[src/rtl/lsu_pkg.sv]
// lsu_pkg: access size encodings, FSM states and size-to-byte-count helper for the LSU bus master
package lsu_pkg;
  localparam logic [1:0] SZ_B = 2'd0;
  localparam logic [1:0] SZ_H = 2'd1;
  localparam logic [1:0] SZ_W = 2'd2;
  localparam logic [1:0] SZ_D = 2'd3;
  typedef enum logic [1:0] {IDLE, BEAT1, BEAT2, RESP} state_t;
  function automatic int bytes_of(logic [1:0] size);
    return 1 << size;
  endfunction
endpackage

[src/rtl/lsu_bus_master_if.sv]
// lsu_bus_master_if: sequencer request/response and memory bus signals; master = LSU side, slave = environment side
interface lsu_bus_master_if #(parameter int XLEN = 32);
  logic req_valid, req_ready, req_we, req_signed;
  logic [1:0] req_size;
  logic [XLEN-1:0] req_addr, req_wdata;
  logic rsp_valid, rsp_err;
  logic [XLEN-1:0] rsp_rdata;
  logic bus_req, bus_we, bus_ack, bus_err;
  logic [XLEN-1:0] bus_addr, bus_wdata, bus_rdata;
  logic [XLEN/8-1:0] bus_wstrb;
  modport master (
    input req_valid, req_we, req_size, req_signed, req_addr, req_wdata, bus_ack, bus_rdata, bus_err,
    output req_ready, rsp_valid, rsp_rdata, rsp_err, bus_req, bus_we, bus_addr, bus_wstrb, bus_wdata
  );
  modport slave (
    output req_valid, req_we, req_size, req_signed, req_addr, req_wdata, bus_ack, bus_rdata, bus_err,
    input req_ready, rsp_valid, rsp_rdata, rsp_err, bus_req, bus_we, bus_addr, bus_wstrb, bus_wdata
  );
endinterface

[src/rtl/lsu_load_align.sv]
// lsu_load_align: gathers load bytes from beats lo/hi starting at lane off, right-justifies, then sign/zero-extends from size -> data
module lsu_load_align import lsu_pkg::*; #(parameter int XLEN = 32) (
  input  logic [XLEN-1:0]            lo,
  input  logic [XLEN-1:0]            hi,
  input  logic [$clog2(XLEN/8)-1:0]  off,
  input  logic [1:0]                 size,
  input  logic                       sgn,
  output logic [XLEN-1:0]            data
);
  logic [XLEN-1:0] raw, mask, top;
  always_comb begin
    raw = XLEN'({hi, lo} >> {off, 3'b000});
    mask = bytes_of(size) * 8 >= XLEN ? '0 : {XLEN{1'b1}} << (bytes_of(size) * 8);
    top = bytes_of(size) * 8 >= XLEN ? {1'b1, {(XLEN-1){1'b0}}} : ~mask & (mask >> 1);
    data = (raw & ~mask) | (sgn && |(raw & top) ? mask : '0);
  end
endmodule

[src/rtl/lsu_bus_master.sv]
// lsu_bus_master: load/store bus master with ack handshake, timeout and two-beat misaligned split; ports clk, rst (async high), bus (request/response + memory bus)
module lsu_bus_master import lsu_pkg::*; #(
  parameter int XLEN = 32,
  parameter int TIMEOUT = 255
) (
  input logic clk,
  input logic rst,
  lsu_bus_master_if.master bus
);
  localparam int NB = XLEN / 8;
  localparam int OW = $clog2(NB);
  localparam int SW = 2 * NB;
  state_t state, state_n;
  logic [XLEN-1:0] addr_q, wdata_q, b1_q, b1_n, rdata_q, rdata_n, ld_data, base;
  logic [1:0] size_q;
  logic we_q, sgn_q, err_q, err_n, split, illegal;
  logic [31:0] cnt, cnt_n;
  logic [OW-1:0] off;
  logic [2*XLEN-1:0] st_data;
  logic [SW-1:0] st_strb;
  assign off = addr_q[OW-1:0];
  assign base = {addr_q[XLEN-1:OW], {OW{1'b0}}};
  assign split = int'(off) + bytes_of(size_q) > NB;
  assign illegal = XLEN == 32 && bus.req_size == SZ_D;
  // lower half feeds beat1 lanes, upper half holds the bytes that spill into beat2
  assign st_data = {{XLEN{1'b0}}, wdata_q} << {off, 3'b000};
  assign st_strb = SW'((1 << bytes_of(size_q)) - 1) << off;
  // beat1 data arrives live on BEAT1 ack; on BEAT2 ack it comes from the captured copy
  lsu_load_align #(.XLEN(XLEN)) u_align (
    .lo(state == BEAT1 ? bus.bus_rdata : b1_q),
    .hi(bus.bus_rdata),
    .off(off),
    .size(size_q),
    .sgn(sgn_q),
    .data(ld_data)
  );
  always_ff @(posedge clk or posedge rst)
    if (rst) begin
      state <= IDLE;
      cnt <= '0;
      err_q <= 1'b0;
      b1_q <= '0;
      rdata_q <= '0;
      addr_q <= '0;
      wdata_q <= '0;
      size_q <= '0;
      we_q <= 1'b0;
      sgn_q <= 1'b0;
    end else begin
      state <= state_n;
      cnt <= cnt_n;
      err_q <= err_n;
      b1_q <= b1_n;
      rdata_q <= rdata_n;
      if (state == IDLE && bus.req_valid) begin
        addr_q <= bus.req_addr;
        wdata_q <= bus.req_wdata;
        size_q <= bus.req_size;
        we_q <= bus.req_we;
        sgn_q <= bus.req_signed;
      end
    end
  always_comb begin
    state_n = state;
    cnt_n = cnt;
    err_n = err_q;
    b1_n = b1_q;
    rdata_n = rdata_q;
    bus.req_ready = state == IDLE;
    bus.bus_req = state == BEAT1 || state == BEAT2;
    bus.bus_we = bus.bus_req && we_q;
    bus.bus_addr = state == BEAT1 ? base : state == BEAT2 ? base + XLEN'(NB) : '0;
    bus.bus_wstrb = !we_q ? '0 : state == BEAT1 ? st_strb[NB-1:0] : state == BEAT2 ? st_strb[SW-1:NB] : '0;
    bus.bus_wdata = !we_q ? '0 : state == BEAT1 ? st_data[XLEN-1:0] : state == BEAT2 ? st_data[2*XLEN-1:XLEN] : '0;
    bus.rsp_valid = state == RESP;
    bus.rsp_rdata = bus.rsp_valid ? rdata_q : '0;
    bus.rsp_err = bus.rsp_valid && err_q;
    if (state == IDLE && bus.req_valid) begin
      state_n = illegal ? RESP : BEAT1;
      err_n = illegal;
      rdata_n = '0;
      cnt_n = '0;
    end else if (bus.bus_req && bus.bus_ack) begin
      cnt_n = '0;
      b1_n = bus.bus_rdata;
      err_n = bus.bus_err;
      state_n = state == BEAT1 && !bus.bus_err && split ? BEAT2 : RESP;
      rdata_n = we_q || bus.bus_err ? '0 : ld_data;
    end else if (bus.bus_req) begin
      cnt_n = cnt + 1;
      if (TIMEOUT != 0 && cnt_n == 32'(TIMEOUT)) begin
        state_n = RESP;
        err_n = 1'b1;
        rdata_n = '0;
      end
    end else if (state == RESP) state_n = IDLE;
  end
endmodule

[src/flat_wrapper.sv]
// flat-port wrapper written by rule: the top's interface ports become plain ports
module lsu_bus_master_flat import lsu_pkg::*;
#(
  parameter int XLEN = 32,
  parameter int TIMEOUT = 255
)
  (clk, rst, bus_req_valid, bus_req_we, bus_req_size, bus_req_signed, bus_req_addr, bus_req_wdata, bus_bus_ack, bus_bus_rdata, bus_bus_err, bus_req_ready, bus_rsp_valid, bus_rsp_rdata, bus_rsp_err, bus_bus_req, bus_bus_we, bus_bus_addr, bus_bus_wstrb, bus_bus_wdata);
  lsu_bus_master_if #(.XLEN(XLEN)) bus_i ();
  input logic clk;
  input logic rst;
  input wire logic [$bits(bus_i.req_valid)-1:0] bus_req_valid;
  input wire logic [$bits(bus_i.req_we)-1:0] bus_req_we;
  input wire logic [$bits(bus_i.req_size)-1:0] bus_req_size;
  input wire logic [$bits(bus_i.req_signed)-1:0] bus_req_signed;
  input wire logic [$bits(bus_i.req_addr)-1:0] bus_req_addr;
  input wire logic [$bits(bus_i.req_wdata)-1:0] bus_req_wdata;
  input wire logic [$bits(bus_i.bus_ack)-1:0] bus_bus_ack;
  input wire logic [$bits(bus_i.bus_rdata)-1:0] bus_bus_rdata;
  input wire logic [$bits(bus_i.bus_err)-1:0] bus_bus_err;
  output wire logic [$bits(bus_i.req_ready)-1:0] bus_req_ready;
  output wire logic [$bits(bus_i.rsp_valid)-1:0] bus_rsp_valid;
  output wire logic [$bits(bus_i.rsp_rdata)-1:0] bus_rsp_rdata;
  output wire logic [$bits(bus_i.rsp_err)-1:0] bus_rsp_err;
  output wire logic [$bits(bus_i.bus_req)-1:0] bus_bus_req;
  output wire logic [$bits(bus_i.bus_we)-1:0] bus_bus_we;
  output wire logic [$bits(bus_i.bus_addr)-1:0] bus_bus_addr;
  output wire logic [$bits(bus_i.bus_wstrb)-1:0] bus_bus_wstrb;
  output wire logic [$bits(bus_i.bus_wdata)-1:0] bus_bus_wdata;
  assign bus_i.req_valid = bus_req_valid;
  assign bus_i.req_we = bus_req_we;
  assign bus_i.req_size = bus_req_size;
  assign bus_i.req_signed = bus_req_signed;
  assign bus_i.req_addr = bus_req_addr;
  assign bus_i.req_wdata = bus_req_wdata;
  assign bus_i.bus_ack = bus_bus_ack;
  assign bus_i.bus_rdata = bus_bus_rdata;
  assign bus_i.bus_err = bus_bus_err;
  assign bus_req_ready = bus_i.req_ready;
  assign bus_rsp_valid = bus_i.rsp_valid;
  assign bus_rsp_rdata = bus_i.rsp_rdata;
  assign bus_rsp_err = bus_i.rsp_err;
  assign bus_bus_req = bus_i.bus_req;
  assign bus_bus_we = bus_i.bus_we;
  assign bus_bus_addr = bus_i.bus_addr;
  assign bus_bus_wstrb = bus_i.bus_wstrb;
  assign bus_bus_wdata = bus_i.bus_wdata;
  lsu_bus_master #(.XLEN(XLEN), .TIMEOUT(TIMEOUT)) u_core (.clk(clk), .rst(rst), .bus(bus_i));
endmodule
[config.mk]
export PLATFORM = sky130hd
export DESIGN_NAME = lsu_bus_master_flat
export DESIGN_NICKNAME = d
export VERILOG_FILES = /design/src/rtl/lsu_pkg.sv /design/src/rtl/lsu_bus_master_if.sv /design/src/rtl/lsu_load_align.sv /design/src/rtl/lsu_bus_master.sv /design/src/flat_wrapper.sv
export SDC_FILE = /design/constraint.sdc
export NUM_CORES = 1
export LEC_CHECK = 0
export ABC_AREA = 1
export ABC_CLOCK_PERIOD_IN_PS = 14820
export CORE_MARGIN = 2
export CORE_UTILIZATION = 40
export DETAILED_ROUTE_END_ITERATION = 7
export GPL_ROUTABILITY_DRIVEN = 0
export HOLD_SLACK_MARGIN = 0.06
export PLACE_DENSITY = 0.64
export SLEW_MARGIN = 20
export SYNTH_ARGS = -nofsm -noshare
export SYNTH_HDL_FRONTEND = slang
export SYNTH_SLANG_ARGS = --single-unit
[constraint.sdc]
create_clock -name clk -period 14.82 [get_ports clk]
set_clock_uncertainty 0.1 [all_clocks]
set_input_delay 1.482 -clock clk [delete_from_list [all_inputs] [get_ports clk]]
set_output_delay 1.482 -clock clk [all_outputs]
set_load 0.005 [all_outputs]
# ---- Word level (Yosys, flattened, before mapping)
# Index checks and enable logic that the tools add are counted.
dict set report classes {
  mux 32
  n_lt_le_gt_ge 2
  bitwise_logic 6
  reduce_logical 18
  eq_ne 6
  add_sub_neg 4
  n_shift 6
}
# op n
set ops {}
lappend ops {{32-bit 2-to-1 mux} 18}
lappend ops {{32-bit AND} 2}
lappend ops {{32-bit by 5-bit left shift with 64-bit output} 1}
lappend ops {{64-bit by 5-bit >> shifter with 32-bit output} 1}
lappend ops {{3-bit by 32-bit adder with 32-bit output} 1}
lappend ops {{32-bit by 1-bit adder with 32-bit output (second input constant)} 1}
lappend ops {{32-bit by 3-bit adder with 32-bit output (second input constant)} 1}
lappend ops {{32-bit by 31-bit AND with 32-bit output} 1}
lappend ops {{32-bit by 8-bit equality test with 1-bit output (second input constant)} 1}
lappend ops {{32-bit by 7-bit greater-or-equal comparator with 1-bit output (second input constant)} 1}
lappend ops {{32-bit by 4-bit > comparator with 1-bit output (second input constant)} 1}
lappend ops {{32-bit NOT} 1}
lappend ops {{32-bit bitwise OR} 1}
lappend ops {{32-bit OR reduction} 1}
lappend ops {{1-bit by 2-bit left shift with 32-bit output (first input constant)} 1}
lappend ops {{1-bit by 32-bit left shift with 8-bit output (first input constant)} 1}
lappend ops {{32-bit by 32-bit left shift with 32-bit output (first input constant)} 1}
lappend ops {{2-bit 2-to-1 mux} 6}
lappend ops {{4-bit 2-to-1 mux} 3}
lappend ops {{8-bit by 2-bit left shift with 8-bit output} 1}
lappend ops {{8-bit by 2-bit subtractor with 8-bit output (second input constant)} 1}
lappend ops {{1-bit logical AND} 7}
lappend ops {{2-bit equality test (second input constant)} 3}
lappend ops {{2-bit AND reduction} 3}
lappend ops {{9 further kinds} 15}
dict set report totals {
  input_bits 105
  word_cells 84
  reg_bits 167
  out_inout_bits 105
}

# ---- Logic depth before layout (Yosys ltp)
dict set report logic_depth {
  ltp_word 14
  depth_mapped 18
  mapped_depth_nobuf 17
}

# ---- Modules after synthesis
# From an unflattened synthesis, not the netlist that was laid out.
dict set report unflattened {
  cells_unflattened 1716
  area_unflattened_um2 11043.1
}
# module area_per_inst_um2 instances cells_per_inst seq_area_each_um2
set modules_own_cells {}
lappend modules_own_cells {lsu_bus_master 10000.8 1 1489 4179.0}
lappend modules_own_cells {lsu_load_align 1042.2 1 227 0.0}

# ---- Least setup slack after synthesis
# No wires, ideal clock.
dict set report synth_timing {
  kind {reg-to-output}
  start {reg u_core.state[1]}
  end {out bus_bus_addr[28]}
  path_slack_ns 11.142
  path_buffers 1
  stages_incl_launch_ff 16
  arrival_time_ns 2.096
  required_ns 13.238
  path_cell_list {dfrtp_1 -> inv_1 -> ha_1 -> buf_2 -> clkinv_2 -> nand3_2 -> nor2_1 -> nand2_1 -> inv_2 -> nand4_1 -> nor2_2 -> nand3_1 -> or2_1 -> o21ai_1 -> nand2_1 -> nor2_1}
}
dict set report synth_between {
  elab_chain_len 3
  elab_cells_between_ends 4
  classes_between {2 x eq/ne; 2 x mux}
}
# item line_no
set synth_lines {}
lappend synth_lines {{start, declared} lsu_bus_master.sv:13} ;# state_t state, state_n;
lappend synth_lines {{start signal, assigned} lsu_bus_master.sv:50} ;# state <= state_n;
lappend synth_lines {{2-bit equality test} lsu_bus_master.sv:72} ;# bus.bus_addr = state == BEAT1 ? base : state == BEAT2 ? base + XLEN'(NB) : '0;
lappend synth_lines {{32-bit 2-to-1 mux} lsu_bus_master.sv:72}
lappend synth_lines {{32-bit 2-to-1 mux (*)} lsu_bus_master.sv:72}
lappend synth_lines {{end, declared} flat_wrapper.sv:26} ;# output wire logic [$bits(bus_i.bus_addr)-1:0] bus_bus_addr;
# Mark *: on every way between the ends. The rest lies on a longest branch, timed or not.

# ---- Final worst setup path
# Ends and elaborated chain as after synthesis.

==> metrics.txt <==
status=complete, no violations; CTS max path bufs=2; Die H=169 um; Synth-to-Final Area Change=25.9%; Yosys cell types=47; GRT Overall Usage=0.236; detailed-route via count=roughly 11000; first-pass GRT wire length=54200 um; Initial Util=0.405; worst hold path class=register to register; Post-Synth XOR/XNOR Area=0.00645; adder-cell share of the synthesized area=0.0134; Clock Tree Root=clkbuf_16; Chip Width=roughly 170 um; port bufs=slightly above 200; first-pass iteration count of the detailed router=5; DRC viols=0; final setup fails=0; placed cell area=roughly 13000 um2; Setup CP Type=register to output pin; CTS Hold Bufs=0; largest net degree at the start of global routing=roughly 110; post-DP HPWL=24200 um; FF+latch area=approximately 4200 um2; Pleak=roughly 6.5 nW; Ys Warns=0; fraction of layout cells with a size suffix above 1=0.0362; FILL cells=~2700; DR iter-0 viols=a little over 900; initial antenna violation count=2; synthesized area=between 10000 and 15000 um2; final period utilization=0.389; top-area cell type share of the netlist area=0.385; mux contribution to synthesized area=0.00749; cts repair resizes=0; core footprint=26800 um2; simple-gate share of the synthesized area=0.301; crit path max fanout=about 60; fin area=13700 um2; total of max-cap violations=0; CP endpoint kind=output pin; power per cell area=about 190 nW/um2; largest family of logic cells by synthesized area=simple AND/OR/NAND/NOR gates; arrival time at the worst endpoint=about 4.2 ns; wire length per cell=approximately 16 um; Seq/Total Area, Yosys=0.385; post-CTS setup buffer count=0; post-synthesis average cell area=around 6.6 um2; largest cells by area after synthesis=dfrtp_1 (38%), nand2_1 (20%), o21ai_0 (9.9%); grt ovf=0; Least-Margin Pin Slew=roughly 1.0 ns; WP data required=13.24 ns; final worst path period need=between 5 and 6 ns; Compound-Gate Fraction of Synth Area=0.183; Synth area leader=dfrtp_1; area of the die=roughly 28000 um2; Clk Latency, worst-skew pair=0.42 ns; f_max=173 MHz; CTS tree=yes; Hold Fails Final Rpt=0; clock sinks=about 170; drt total wl=about 34000 um; area of the multi-input gates=around 5600 um2; H-tree lvl count=4; peak supply drop=0.0994 mV; Slew HR=0.312; flops & latches, synth=about 170; TritonCTS buffer count=17; Nets=about 1900; setup TNS=0 ns; vias in the first global route=10511; IO Pins=210; row count=60; antenna-violating nets left=0; Startpoint Class=register; routed vias/inst=5.20; Clock transition at path regs=about 0.060 ns; synthesized netlist cell count=approximately 1700; RSZ-0062 raised after global routing=no; max-slew violations=0
[flip-flops by register name (all words and copies together), names as in the netlist]
| signal | flops |
|---|---|
| u_core.size_q | 2 |
| u_core.cnt | 32 |
| u_core.we_q | 1 |
| u_core.err_q | 1 |
| u_core.sgn_q | 1 |
| u_core.rdata_q | 32 |
| u_core.state | 2 |
| u_core.addr_q | 32 |
| u_core.b1_q | 32 |
| u_core.wdata_q | 32 |
[area by class of cell]
type	count	share of cell area
multi-input combinational	1203	0.407
sequential	167	0.306
timing repair buffer	217	0.157
inverter	204	0.0565
clock buffer	20	0.0327
tap	341	0.0312
clock inverter	10	0.00906
antenna	1	0.000183
[placed cells by master, fill, tap and decap left out, drive strengths merged, types with 3 or more instances in the layout]
cell type / count
clkinv: 4
nor2: 131
ha: 10
a21oi: 74
mux2i: 7
a311oi: 8
dfrtp: 167
o22ai: 24
o211ai: 15
or2: 4
o21ai: 219
clkinvlp: 5
nand2: 574
clkdlybuf4s50: 207
o21a: 3
nor4: 4
nand4: 11
o221ai: 5
nand3: 61
xor2: 7
clkbuf: 20
buf: 10
nor3: 25
inv: 203
o31ai: 5
[kinds of logic (layout without fill, tap and decap cells)]
logic type,Yosys count,in the layout
and+or+nand+nor,810,810
AOI/OAI and AO/OA,364,364
buffers and inverters,287,451
DFF,167,167
adders and majority gates,11,11
xor gates and xnor gates,8,8
muxes,8,8
other,1,3
[worst max-delay path: stages, from the launching register on]
cell,delay [ns]
dfrtp_1,0.40
inv_1,0.10
ha_2,0.17
buf_4,0.29
clkinv_2,0.62
nand3_2,0.16
nor2_1,0.22
nand2_1,0.09
inv_2,0.10
nand4_1,0.21
nor2_2,0.22
nand3_1,0.14
or2_1,0.26
o21ai_1,0.12
nand2_1,0.06
nor2_1,0.09
clkdlybuf4s50_1,0.50
[per-stage QoR]
stage          instances  utilization  worst slack, ns  hold slack (ns)  total power [W]
2_1_floorplan       1657            -             8.72            0.342          0.00164
3_3_place_gp        2132        0.489             9.65            0.357          0.00216
3_5_place_dp        2132        0.489             9.53            0.359          0.00217
4_1_cts             2162        0.510             9.07            0.375          0.00263
5_1_grt             2162        0.510             8.67            0.407          0.00285
6_report            2163        0.510             9.05            0.369          0.00262
[final timing paths]
path / startpoint / cells after the start / to / slack (ns)
min reg2reg: u_core.err_q / 2 / u_core.err_q / 0.37
min: u_core.err_q / 2 / u_core.err_q / 0.37
max reg2reg: u_core.state[1] / 12 / u_core.rdata_q[20] / 10.98
min in group asynchronous: rst / 2 / u_core.addr_q[28] / 1.32
max: u_core.state[1] / 16 / bus_bus_addr[28] / 9.05
max in group asynchronous: rst / 4 / u_core.rdata_q[3] / 11.53
[Yosys cell counts, drive strengths merged]
| library cell | number |
|---|---|
| clkbuf | 63 |
| o221ai | 5 |
| o21ai | 219 |
| mux2 | 1 |
| buf | 20 |
| o211ai | 15 |
| a221oi | 2 |
| o31ai | 5 |
| dfrtp | 167 |
| ha | 10 |
| or2 | 4 |
| a31oi | 2 |
| xnor2 | 1 |
| a211o | 1 |
| nand2 | 574 |
| nor4 | 4 |
| nand3 | 61 |
| a21boi | 1 |
| xor2 | 7 |
| a211oi | 2 |
| conb | 1 |
| fa | 1 |
| clkinv | 3 |
| o21a | 3 |
| nor3 | 25 |
| nand4 | 11 |
| mux2i | 7 |
| a22oi | 1 |
| inv | 201 |
| a21oi | 74 |
| a311oi | 8 |
| a41oi | 2 |
| nor2 | 131 |
| o22ai | 24 |
[power breakdown]
group / internal [W] / total, W / leakage (nW) / switching [W]
combinational: 0.000532 / 0.00141 / 4.07 / 0.000877
sequential: 0.000631 / 0.000773 / 2.14 / 0.000143
clock: 0.000252 / 0.000442 / 0.261 / 0.000190
[layer usage]
| metal | vias up | part of all wire | wire length, um | global-route usage |
|---|---|---|---|---|
| met1 | 5154 | 0.45 | 15200 | 0.323 |
| li1 | 5618 | - | - | - |
| met5 | - | 0 | 0 | 0 |
| met2 | 430 | 0.45 | 15000 | 0.371 |
| met4 | 0 | 0.025 | 845 | 0.0761 |
| met3 | 48 | 0.074 | 2490 | 0.0561 |
(Power assumes the default switching activity.)
